$ cat src/rtl/frogger_grid_pkg.sv
// rtl/frogger_grid_pkg.sv - shared tile grid geometry defaults
package frogger_grid_pkg;

    localparam int TILE_W = 32;
    localparam int TILE_H = 32;
    localparam int COLS   = 20;
    localparam int ROWS   = 15;
    localparam int GRID_W = 640;
    localparam int GRID_H = 480;

    // Width needed to hold values 0..n inclusive, never narrower than one bit
    function automatic int idx_width(input int n);
        return (n < 1) ? 1 : $clog2(n + 1);
    endfunction

endpackage

$ cat src/rtl/tile_grid_tracker_if.sv
// rtl/tile_grid_tracker_if.sv - raster strobes in, tile coordinates out
interface tile_grid_tracker_if #(
    parameter int COL_W = 5,
    parameter int ROW_W = 4,
    parameter int TX_W  = 5,
    parameter int TY_W  = 5
);
    logic             sof;
    logic             pix_en;
    logic             eol;
    logic [COL_W-1:0] col;
    logic [ROW_W-1:0] row;
    logic [TX_W-1:0]  tx;
    logic [TY_W-1:0]  ty;
    logic             in_grid;
    logic             tile_first;
    logic             row_first;

    modport master (
        output sof, pix_en, eol,
        input  col, row, tx, ty, in_grid, tile_first, row_first
    );

    modport slave (
        input  sof, pix_en, eol,
        output col, row, tx, ty, in_grid, tile_first, row_first
    );
endinterface

$ cat src/rtl/axis_tile_counter.sv
// rtl/axis_tile_counter.sv - per-axis tile offset counter with saturating tile index
module axis_tile_counter
    import frogger_grid_pkg::*;
#(
    parameter int TILE  = 32,
    parameter int COUNT = 20,
    parameter int OFF_W = $clog2(TILE),
    parameter int IDX_W = idx_width(COUNT)
) (
    input  logic             clk,
    input  logic             rst_n,
    input  logic             clr,
    input  logic             step,
    output logic [OFF_W-1:0] off,
    output logic [IDX_W-1:0] idx,
    output logic             first
);

    localparam logic [OFF_W-1:0] OFF_MAX = OFF_W'(TILE - 1);
    localparam logic [IDX_W-1:0] IDX_MAX = IDX_W'(COUNT);

    logic [OFF_W-1:0] r_off;
    logic [IDX_W-1:0] r_idx;

    // Offset wraps every TILE steps and bumps the index, which parks at COUNT
    always_ff @(posedge clk or negedge rst_n) begin
        if (!rst_n) begin
            r_off <= '0;
            r_idx <= '0;
        end else if (clr) begin
            r_off <= '0;
            r_idx <= '0;
        end else if (step) begin
            if (r_off == OFF_MAX) begin
                r_off <= '0;
                if (r_idx != IDX_MAX) begin
                    r_idx <= r_idx + 1'b1;
                end
            end else begin
                r_off <= r_off + 1'b1;
            end
        end
    end

    assign off   = r_off;
    assign idx   = r_idx;
    assign first = (r_off == '0);

endmodule

$ cat src/rtl/tile_grid_tracker.sv
// rtl/tile_grid_tracker.sv - tile column/row and in-tile offset tracker for the raster
module tile_grid_tracker
    import frogger_grid_pkg::*;
#(
    parameter int TILE_W = frogger_grid_pkg::TILE_W,
    parameter int TILE_H = frogger_grid_pkg::TILE_H,
    parameter int COLS   = frogger_grid_pkg::COLS,
    parameter int ROWS   = frogger_grid_pkg::ROWS
) (
    input  logic                clk,
    input  logic                rst_n,
    tile_grid_tracker_if.slave  bus
);

    localparam int TX_W  = $clog2(TILE_W);
    localparam int TY_W  = $clog2(TILE_H);
    localparam int COL_W = idx_width(COLS);
    localparam int ROW_W = idx_width(ROWS);

    logic w_x_clr;
    logic w_y_step;

    // A line end already accounts for any pixel strobed with it, so it clears x
    // instead of stepping; a frame start overrides the line advance
    assign w_x_clr  = bus.sof | bus.eol;
    assign w_y_step = bus.eol & ~bus.sof;

    axis_tile_counter #(
        .TILE  (TILE_W),
        .COUNT (COLS),
        .OFF_W (TX_W),
        .IDX_W (COL_W)
    ) u_x_axis (
        .clk   (clk),
        .rst_n (rst_n),
        .clr   (w_x_clr),
        .step  (bus.pix_en),
        .off   (bus.tx),
        .idx   (bus.col),
        .first (bus.tile_first)
    );

    axis_tile_counter #(
        .TILE  (TILE_H),
        .COUNT (ROWS),
        .OFF_W (TY_W),
        .IDX_W (ROW_W)
    ) u_y_axis (
        .clk   (clk),
        .rst_n (rst_n),
        .clr   (bus.sof),
        .step  (w_y_step),
        .off   (bus.ty),
        .idx   (bus.row),
        .first (bus.row_first)
    );

    assign bus.in_grid = (bus.col < COL_W'(COLS)) && (bus.row < ROW_W'(ROWS));

endmodule

$ cat src/flat_wrapper.sv
// flat-port wrapper written by rule: the top's interface ports become plain ports
module tile_grid_tracker_flat import frogger_grid_pkg::*;
#(
    parameter int TILE_W = frogger_grid_pkg::TILE_W,
    parameter int TILE_H = frogger_grid_pkg::TILE_H,
    parameter int COLS   = frogger_grid_pkg::COLS,
    parameter int ROWS   = frogger_grid_pkg::ROWS
)
  (clk, rst_n, bus_sof, bus_pix_en, bus_eol, bus_col, bus_row, bus_tx, bus_ty, bus_in_grid, bus_tile_first, bus_row_first);
  tile_grid_tracker_if #(.COL_W(5), .ROW_W(4), .TX_W(5), .TY_W(5)) bus_i ();
  input  logic clk;
  input  logic rst_n;
  input wire logic [$bits(bus_i.sof)-1:0] bus_sof;
  input wire logic [$bits(bus_i.pix_en)-1:0] bus_pix_en;
  input wire logic [$bits(bus_i.eol)-1:0] bus_eol;
  output wire logic [$bits(bus_i.col)-1:0] bus_col;
  output wire logic [$bits(bus_i.row)-1:0] bus_row;
  output wire logic [$bits(bus_i.tx)-1:0] bus_tx;
  output wire logic [$bits(bus_i.ty)-1:0] bus_ty;
  output wire logic [$bits(bus_i.in_grid)-1:0] bus_in_grid;
  output wire logic [$bits(bus_i.tile_first)-1:0] bus_tile_first;
  output wire logic [$bits(bus_i.row_first)-1:0] bus_row_first;
  assign bus_i.sof = bus_sof;
  assign bus_i.pix_en = bus_pix_en;
  assign bus_i.eol = bus_eol;
  assign bus_col = bus_i.col;
  assign bus_row = bus_i.row;
  assign bus_tx = bus_i.tx;
  assign bus_ty = bus_i.ty;
  assign bus_in_grid = bus_i.in_grid;
  assign bus_tile_first = bus_i.tile_first;
  assign bus_row_first = bus_i.row_first;
  tile_grid_tracker #(.TILE_W(TILE_W), .TILE_H(TILE_H), .COLS(COLS), .ROWS(ROWS)) u_core (.clk(clk), .rst_n(rst_n), .bus(bus_i));
endmodule
$ cat config.mk
export PLATFORM = sky130hd
export DESIGN_NAME = tile_grid_tracker_flat
export DESIGN_NICKNAME = d
export VERILOG_FILES = /design/src/rtl/frogger_grid_pkg.sv /design/src/rtl/tile_grid_tracker_if.sv /design/src/rtl/axis_tile_counter.sv /design/src/rtl/tile_grid_tracker.sv /design/src/flat_wrapper.sv
export SDC_FILE = /design/constraint.sdc
export NUM_CORES = 1
export LEC_CHECK = 0
export BUFFER_PORTS_ARGS = -buffer_cell sky130_fd_sc_hd__buf_2
export CAP_MARGIN = 10
export CORE_MARGIN = 2
export CORE_UTILIZATION = 40
export DETAILED_ROUTE_END_ITERATION = 10
export GPL_ROUTABILITY_DRIVEN = 0
export PLACE_DENSITY_LB_ADDON = 0.08
export SETUP_SLACK_MARGIN = 0.02
export SKIP_CTS_REPAIR_TIMING = 1
export SLEW_MARGIN = 20
export SYNTH_ARGS = -nofsm -noshare
export SYNTH_HDL_FRONTEND = slang
export SYNTH_SLANG_ARGS = --single-unit
$ cat constraint.sdc
create_clock -name clk -period 2.5 [get_ports clk]
set_input_delay 0 -clock clk [delete_from_list [all_inputs] [get_ports clk]]
set_output_delay 0 -clock clk [all_outputs]
set_load 0.1 [all_outputs]
==> metrics.yaml <==
outcome: "complete, no violations"
dr.pass1.iters: 4
cp.required_ns: 2.74
grtUsageTotal: 0.160
path_class: "reg2reg"
critPathMaxStageDelay_ns: 0.52
hold_path.class: "in2reg"
relSlewSlack: 0.678
numCtsBuffers: 3
final_common_cell: "buf_2"
powerDensity_mw_per_mm2: 428
leakagePower_uw: 0.000676
syn_inst: 118
layout_common_cells: "26 x buf_2, 19 x dfrtp_1, 12 x a21oi_1"
grt_max_degree: 20
first_global_vias: 910
clock_latency_ns: 0.31
start_util: 0.416
syn_area_sq_mm: 0.00113
synthTopCellsByArea: "dfrtp_1 42%, ha_1 10%, a21oi_1 5.3%"
clock.fmax_mhz: 535
async_flop_share: 1.00
worst_path_max_delay_cell: "or4_1"
die_area_sq_mm: 0.00326
layout_min_cycle_time_ns: 1.87
yosysTopAreaCellShare: 0.422
seq_power_share: 0.546
remaining_drc_errors: 0
nets: 162
synth_nets: 132
synth_edf_count: 0
yosys.area.top_type: "dfrtp_1"
io_buffers: 26
slew_viol_final: 0
cts.reportedPaths.clkPinSlew_ns: 0.13
fin_worst_skew_ns: 0.0179
ys_seq_area_frac: 0.422
start_kind: "flop"
final_area_sq_mm: 0.00135
setup_tns_ns: 0
place_ws_ns: 0.661
dp_hpwl_um: 1700
hold_viol: 0
syn_avg_cell_area_sq_um: 9.54
post-route-period-util: 0.748
ir_worst_vdd_v: 0.000359
place_area_sq_mm: 0.00131
drtIter0Drc: 41
antenna_cells: 0
io_pins: 27
ant_nets: 0
fp-row-count: 19
crit_top_cell: "ha_1"
cts_sinks: 19
cp_data_arrival_time_ns: 2.11
h-tree-depth: 1
drv_cap: 0
tightest_slew_ns: 0.487
synth.distinct_cells: 36
syn2layout_area_growth_pct: 20.1
grt_overflow: 0
wire_per_inst_um: 13.4
setup_violations: 0
cts_tree: "done"
rsz0062_at_grt: "false"
pwr-share-clk: 0.279
p_int_uw: 394
fp.coreArea_sq_mm: 0.00271
die_w_um: 57.1
switching_share: 0.321
grt_pass1_wl_um: 4140
combPwrFrac: 0.175
critPathMaxFanout: 9
ys_ff_latch: 19
antenna_found_initial: 0
via_count: 996
cts_buffer_depth: 2
cts_root_buf: "clkbuf_4"
power.total_uw: 579
drive_gt1_frac: 0.272
die_y_um: 57.1
ys_warn_count: 0
synth_ff_type: "dfrtp_1"
switching_power_uw: 186
fill_cells: 272
fin_ws_ns: 0.630
cp-end-kind: "flop"
routed_wl_um: 2390
crit_chain: "ha_1 -> and3_1 -> ha_1 -> or4_1 -> a21oi_1"
drt-vias-per-instance: 5.60
[power by group through the flow]
stage,clock [uW],combinational (uW),sequential (uW)
6_report,162,101,316
5_1_grt,177,108,317
4_1_cts,171,99.8,316
3_5_place_dp,0,99.8,322
3_3_place_gp,0,99.4,322
2_1_floorplan,0,53.5,348
[worst paths after layout]
| check | start | endpoint | slack, ns | depth (start not counted) |
|---|---|---|---|---|
| max | u_core.u_x_axis.off[0] | u_core.u_x_axis.off[3] | 0.63 | 5 |
| min | bus_pix_en | u_core.u_x_axis.off[1] | 0.05 | 3 |
| max reg2reg | u_core.u_x_axis.off[0] | u_core.u_x_axis.off[3] | 0.63 | 5 |
| min reg2reg | u_core.u_y_axis.idx[3] | u_core.u_y_axis.idx[3] | 0.53 | 1 |
| max in group asynchronous | rst_n | u_core.u_x_axis.idx[1] | 2.04 | 2 |
| min in group asynchronous | rst_n | u_core.u_x_axis.off[3] | 0.14 | 2 |
[kinds of logic (layout without fill, tap and decap cells)]
group	Yosys count	in the layout	share of synthesized area
AND/OR/NAND/NOR	44	44	0.239
AO/OA/AOI/OAI	31	31	0.161
flip-flops	19	19	0.422
buffers and inverters	12	41	0.0500
adder cells (fa/ha/maj)	9	9	0.100
multiplexers	3	3	0.0278
[flip-flops by register name (all words and copies together) (netlist names)]
register and cells:
u_core.u_x_axis.off 5, u_core.u_y_axis.off 5, u_core.u_x_axis.idx 5, u_core.u_y_axis.idx 4
[through the flow]
step | instances | util | hold WS, ns
finish | 178 | 0.499 | 0.0464
global route | 178 | 0.499 | 0.0478
CTS | 176 | 0.492 | -0.385
detailed placement | 172 | 0.482 | -0.0313
global placement | 172 | 0.482 | -0.0257
floorplan | 118 | - | -0.296
[worst max-delay path: cells and delay by family (launching register included)]
kind | cells | cell delay, ns
AND/OR/NAND/NOR | 2 | 0.70
AO/OA/AOI/OAI | 1 | 0.13
flip-flops | 1 | 0.46
adder cells (fa/ha/maj) | 2 | 0.51
[synthesized netlist by cell type, types with 2 or more instances]
| cell type | n |
|---|---|
| a21oi_1 | 12 |
| a31oi_1 | 3 |
| and3_1 | 4 |
| dfrtp_1 | 19 |
| ha_1 | 9 |
| inv_1 | 8 |
| mux2i_1 | 2 |
| nand2_1 | 8 |
| nand2b_1 | 2 |
| nand3_1 | 4 |
| nand3b_1 | 4 |
| nor2_1 | 6 |
| nor3_1 | 2 |
| nor4b_1 | 2 |
| o21ai_0 | 9 |
| or3_1 | 3 |
| or3b_1 | 2 |
[final cells by class]
| cell class | instances | area [sq um] | area share |
|---|---|---|---|
| inverter | 9 | 33.8 | 0.0250 |
| timing repair buffer | 28 | 150 | 0.111 |
| multi-input combinational | 87 | 627 | 0.463 |
| clock buffer | 3 | 22.5 | 0.0167 |
| sequential | 19 | 475 | 0.352 |
| clock inverter | 1 | 5.00 | 0.00370 |
| tap | 31 | 38.8 | 0.0287 |
[layer usage]
metal	vias to the layer above	track usage	part of all wire
met3	6	0.0499	0.042
met1	478	0.210	0.49
met5	-	0	0
li1	490	-	-
met4	0	0.0498	0.017
met2	22	0.255	0.45
No activity file was read; power rests on OpenSTA's default activity.
